--- config.mk ---
export PLATFORM = sky130hd
export DESIGN_NAME = pipe_stage_skid
export DESIGN_NICKNAME = d
export VERILOG_FILES = /design/src/rtl/pipe_pkg.sv /design/src/rtl/pipe_data_reg.sv /design/src/rtl/pipe_stage_skid.sv
export SDC_FILE = /design/constraint.sdc
export NUM_CORES = 1
export LEC_CHECK = 0
export ABC_AREA = 1
export ABC_CLOCK_PERIOD_IN_PS = 5700
export CORE_MARGIN = 3
export CORE_UTILIZATION = 51
export DETAILED_ROUTE_END_ITERATION = 10
export PLACE_DENSITY_LB_ADDON = 0.15
export SYNTH_ARGS = -nofsm -noshare
export SYNTH_HDL_FRONTEND = slang
export SYNTH_SLANG_ARGS = --single-unit
--- constraint.sdc ---
create_clock -name clk -period 5.7 [get_ports clk]
set_clock_uncertainty 0.1 [all_clocks]
set_input_delay 1.14 -clock clk [delete_from_list [all_inputs] [get_ports clk]]
set_output_delay 1.14 -clock clk [all_outputs]
set_load 0.02 [all_outputs]
--- src/rtl/pipe_pkg.sv ---
// Shared definitions for pipeline stage registers: state encodings and MEM/WB payload layout.
package pipe_pkg;

  localparam logic [1:0] ST_EMPTY = 2'd0;
  localparam logic [1:0] ST_ONE   = 2'd1;
  localparam logic [1:0] ST_FULL  = 2'd2;

  localparam int unsigned MEM_WB_W = 70;

  // MEM/WB bundle: {wb_en, mem_read, address[31:0], mem_out[31:0], dest[3:0]}
  localparam int unsigned MW_WB_EN      = 69;
  localparam int unsigned MW_MEM_READ   = 68;
  localparam int unsigned MW_ADDR_LSB   = 36;
  localparam int unsigned MW_MEMOUT_LSB = 4;
  localparam int unsigned MW_DEST_LSB   = 0;

endpackage

--- src/rtl/pipe_data_reg.sv ---
// DATA_W-wide register with async reset, load enable and synchronous clear (clear wins over load).
module pipe_data_reg #(
  parameter int unsigned DATA_W = 70
) (
  input  logic              clk,
  input  logic              rst,
  input  logic              load,
  input  logic              clear,
  input  logic [DATA_W-1:0] d,
  output logic [DATA_W-1:0] q
);

  always_ff @(posedge clk or posedge rst) begin
    if (rst)        q <= '0;
    else if (clear) q <= '0;
    else if (load)  q <= d;
  end

endmodule

--- src/rtl/pipe_stage_skid.sv ---
// Two-entry skid-buffered pipeline stage with registered in_ready and synchronous flush.
// Optional stall counter output enabled by defining PIPE_STAGE_STALL_CNT_EN.
module pipe_stage_skid
  import pipe_pkg::*;
#(
  parameter int unsigned DATA_W         = 70,
  parameter bit          CLEAR_ON_FLUSH = 1'b1
) (
  input  logic              clk,
  input  logic              rst,
  input  logic              flush,
  input  logic              in_valid,
  output logic              in_ready,
  input  logic [DATA_W-1:0] in_data,
  output logic              out_valid,
  input  logic              out_ready,
  output logic [DATA_W-1:0] out_data
`ifdef PIPE_STAGE_STALL_CNT_EN
  ,
  output logic [15:0]       stall_cnt
`endif
);

  logic [1:0]        state;
  logic [1:0]        state_nx;
  logic              accept;
  logic              consume;
  logic              main_load;
  logic              skid_load;
  logic              clear;
  logic [DATA_W-1:0] main_d;
  logic [DATA_W-1:0] skid_q;

  assign accept    = in_valid & in_ready;
  assign out_valid = (state != ST_EMPTY);
  assign consume   = out_valid & out_ready;
  assign clear     = flush & CLEAR_ON_FLUSH;
  // Only FULL refills main from the skid entry; every other main load takes fresh input.
  assign main_d    = (state == ST_FULL) ? skid_q : in_data;

  always_comb begin
    state_nx  = state;
    main_load = 1'b0;
    skid_load = 1'b0;
    if (flush) begin
      state_nx = ST_EMPTY;
    end else begin
      case (state)
        ST_EMPTY: begin
          if (accept) begin
            main_load = 1'b1;
            state_nx  = ST_ONE;
          end
        end
        ST_ONE: begin
          if (accept && consume) begin
            main_load = 1'b1;
          end else if (accept) begin
            skid_load = 1'b1;
            state_nx  = ST_FULL;
          end else if (consume) begin
            state_nx  = ST_EMPTY;
          end
        end
        ST_FULL: begin
          if (consume) begin
            main_load = 1'b1;
            state_nx  = ST_ONE;
          end
        end
        default: state_nx = ST_EMPTY;
      endcase
    end
  end

  always_ff @(posedge clk or posedge rst) begin
    if (rst) begin
      state    <= ST_EMPTY;
      in_ready <= 1'b1;
    end else begin
      state    <= state_nx;
      in_ready <= (state_nx != ST_FULL);
    end
  end

  pipe_data_reg #(.DATA_W(DATA_W)) u_main (
    .clk   (clk),
    .rst   (rst),
    .load  (main_load),
    .clear (clear),
    .d     (main_d),
    .q     (out_data)
  );

  pipe_data_reg #(.DATA_W(DATA_W)) u_skid (
    .clk   (clk),
    .rst   (rst),
    .load  (skid_load),
    .clear (clear),
    .d     (in_data),
    .q     (skid_q)
  );

`ifdef PIPE_STAGE_STALL_CNT_EN
  always_ff @(posedge clk or posedge rst) begin
    if (rst)
      stall_cnt <= '0;
    else if (out_valid && !out_ready && (stall_cnt != 16'hFFFF))
      stall_cnt <= stall_cnt + 16'd1;
  end
`endif

endmodule

; ---- Word level (Yosys, flattened, before mapping)
; Index checks and enable logic that the tools add are counted.
[op_classes]
n_eq_ne = 3
n_mux = 20
bitwise = 2
n_reduce_logical = 5
[ops]
columns = cell, count
row1 = $mux 70, 5
row2 = $mux 2, 6
row3 = $mux 1, 7
row4 = $pmux 2 s3, 1
row5 = $reduce_bool 2->1, 3
row6 = $pmux 1 s3, 1
row7 = $and 1x1->1, 2
row8 = $eq 2x1->1 const B, 1
row9 = $eq 2x2->1 const B, 1
row10 = $logic_not 2->1, 1
row11 = $ne 2x2->1 const B, 1
row12 = $logic_and 1x1->1, 1
[totals]
reg_bits = 143
inputBits = 75
out_inout_bits = 72
elab_cells = 34

; ---- Longest topological paths before layout
[depth]
depth_word = 8
depth_mapped = 8
ltp_nobuf = 6

; ---- By module
; A second synthesis with hierarchy kept.
[hier_totals]
hier_cells = 869
area_unflattened_um2 = 6972.9
[by_module_without_submodules]
columns = mod, n_inst, cells_per_inst, area_each_um2, seq_area_each_um2
row1 = pipe_data_reg, 2, 305, 2887.8, 1751.7
row2 = pipe_stage_skid, 1, 259, 1197.4, 76.3

; ---- Least setup slack after synthesis
; No wires, ideal clock.
[synth_timing]
path_type = flip-flop to output port
start = reg state[0]
end = out out_valid
arrival_time_ps = 989
required_ps = 4460
path_slack_ps = 3471
stages_incl_launch_ff = 4
n_path_buf = 1
path_cell_list = dfrtp_1 -> inv_2 -> clkbuf_1 -> nand2_1
[synth_between]
elab_chain_cells = 1
[synth_rtl]
columns = item, line_no
row1 = from (decl), pipe_stage_skid.sv:24  ; logic [1:0] state;
row2 = from (signal assigned), pipe_stage_skid.sv:81  ; state <= state_nx;
row3 = $reduce_bool 2->1, pipe_stage_skid.sv:35  ; assign out_valid = (state != ST_EMPTY);
row4 = to (decl), pipe_stage_skid.sv:15  ; output logic out_valid,
; Every way passes these cells.

; ---- Worst setup path in the final report
[layout_timing]
start = reg state[1]
end = out out_valid
; The elaborated chain is that of the path after synthesis.

==> results.json <==
{
  "drtPass1Iterations": 5,
  "cts_tree": "built",
  "synth.distinct_cells": 19,
  "drtAntennaViolNets": 0,
  "worstSetupStartpoint": "state[1]",
  "synthesis.area_um2": 6845,
  "status": "finished clean",
  "rr_endpoint": "u_main.q[14]",
  "max_freq_mhz": 275.7,
  "critical_path_required_ns": 4.46,
  "h-tree-depth": 4,
  "whs_path_depth": 2,
  "cts-root-buf": "clkbuf_16",
  "numPortBuffers": 146,
  "grt_pass1_wl_mm": 31.40,
  "ys_ff_latch": 143,
  "cts_setup_buffers": 0,
  "layout.nets": 1047,
  "seq_power_share_pct": 43.8,
  "final_hold_viol_count": 0,
  "grt_use_total_pct": 26.47,
  "tns_ns": 0,
  "synth_nets": 952,
  "p_switching_mw": 0.6743,
  "irDropWorstVdd_v": 0.0002164,
  "relSlewSlack_pct": 20.42,
  "antenna_found_initial": 0,
  "p_sw_share_pct": 26.77,
  "via_per_inst": 5.761,
  "fp.dieW_um": 121.9,
  "overflow": 0,
  "hp-start": "u_main.q[35]",
  "cp_data_arrival_time_ns": 2.39,
  "period_share_pct": 63.63,
  "drv_slew": 0,
  "cp-start-kind": "register",
  "placementRows": 41,
  "clk_path_buf_depth": 2,
  "clkSinkCount": 143,
  "routed_wl_mm": 19.52,
  "path_class": "register to output pin",
  "utilization_pct": 68.31,
  "ys_seq_area_share_pct": 52.29,
  "p_leak_nw": 4.392,
  "cts-hold-fix-buffers": 0,
  "max_cap_violations": 0,
  "clk_latency_ns": 0.42,
  "r2r-start": "state[1]",
  "postSynthAreaPerCell_um2": 7.805,
  "hold_class": "register to register",
  "ctsResizeCount": 0,
  "chipHeight_um": 121.9,
  "ff2ff_path_depth": 7,
  "clkPwrFrac_pct": 40.0,
  "grt_start_max_net_pins": 117,
  "worstMarginPinSlew_ns": 1.191,
  "grt_pass1_vias": 6332,
  "start_util_pct": 53.16,
  "cts_buffers": 17,
  "place_area_um2": 8264,
  "combinationalPowerShare_pct": 16.2,
  "dp_hpwl_mm": 10.92,
  "layout-area-overhead-vs-synth_pct": 28.50,
  "power_density_nw_per_um2": 286.4,
  "yosys.area.top_type": "dfrtp_1",
  "drive_gt1_share_pct": 4.569,
  "fin_area_um2": 8796,
  "core-area_um2": 12880,
  "yosysTopAreaCellShare_pct": 51.91,
  "setup_viol": 0,
  "drc": 0,
  "holdPathEnd": "u_main.q[35]",
  "r2r_setup_slack_ns": 2.52,
  "vias": 6665,
  "cp_max_fo": 41,
  "ys_warn_count": 0,
  "rsz0062_at_grt": "false",
  "p_int_mw": 1.845,
  "io_pins": 147,
  "fp.dieArea_um2": 14850,
  "synth_cells": 877,
  "path_clk_slew_ns": 0.05,
  "drt_iter0_drc": 809,
  "n_antenna_cell": 0,
  "num-fill-cells": 1068,
  "place.gp.congestion": 0.7790,
  "period_needed_ns": 3.627,
  "endpoint_kind": "output pin",
  "synthTopCellsByArea": "dfrtp_1, nand3_1, nand2_1",
  "post_drt_wl_per_cell_um": 16.87
}
==> cell type report <==
class                      count  area, um^2  area share (%)
clock buffer                  32       531.8           6.046
inverter                      10       45.04          0.5121
multi-input combinational    644        2892           32.87
sequential                   143        3581           40.71
tap                          172       215.2           2.447
timing repair buffer         156        1531           17.41
==> critical path, cell delays in order, from the launching register on <==
cell,delay (ns)
dfrtp_2,0.92
inv_1,0.24
nand2_1,0.17
clkdlybuf4s50_1,0.62
==> worst max path at each step <==
stage,cells after the start,end
floorplan,1,state[0]
global placement,8,u_main.q[42]
detailed placement,8,u_main.q[2]
CTS,3,out_valid
global route,3,out_valid
finish,3,out_valid
==> routing by layer <==
layer | vias to the layer above | share of wire, % | track usage, %
li1 | 3117 | - | -
met1 | 3161 | 43 | 37.04
met2 | 358 | 47 | 39.99
met3 | 29 | 8.7 | 6.964
met4 | 0 | 1.7 | 9.594
met5 | - | 0 | 0
==> cells in the mapped netlist <==
library cell,count
o21ai_1,3
buf_6,1
dfrtp_1,142
nand3_1,278
a21oi_1,71
o21ai_2,1
dfstp_2,1
nand3_2,1
clkbuf_1,33
nand2_1,287
nand4_1,1
inv_2,2
clkinv_1,1
nor2_2,1
inv_1,7
buf_1,19
buf_4,2
nor2_4,1
buf_2,25
==> through the flow <==
stage	std cells	hold slack (ns)	total power, mW	setup WS (ns)
floorplan	877	0.3720	1.332	0.6237
global placement	1125	0.3838	1.524	2.172
detailed placement	1125	0.3882	1.526	2.110
CTS	1157	0.4026	2.531	2.119
global route	1157	0.4147	2.617	1.997
finish	1157	0.4008	2.519	2.073
==> layout by cell type, fill, tap and decap left out, types with 2 or more instances in the layout <==
master	instances
o21ai_1	3
nand3_1	278
clkbuf_1	10
inv_1	6
inv_2	2
nand2_2	2
dfrtp_1	141
clkbuf_16	17
buf_4	10
clkbuf_8	5
a21oi_1	71
nor2_4	2
clkdlybuf4s50_1	145
nand2_1	285
==> registers in the layout (all words and copies together), names as in the netlist <==
register	flops
state	2
in_ready	1
u_skid.q	70
u_main.q	70
==> power groups by stage <==
stage                     clock [mW]  sequential, mW  combinational (mW)
after floorplan                    0            1.16               0.170
final                           1.01            1.10               0.408
after global placement             0            1.12               0.404
after global routing            1.07            1.11               0.442
after CTS                       1.02            1.10               0.408
after detailed placement           0            1.12               0.407
==> logic make-up after synthesis <==
group	after synthesis	synth area share (%)
AOI/OAI and AO/OA	75	5.538
buffers and inverters	90	5.611
DFF	143	52.29
and+or+nand+nor	569	36.56
Note: power is estimated with default switching activity, not from simulation.
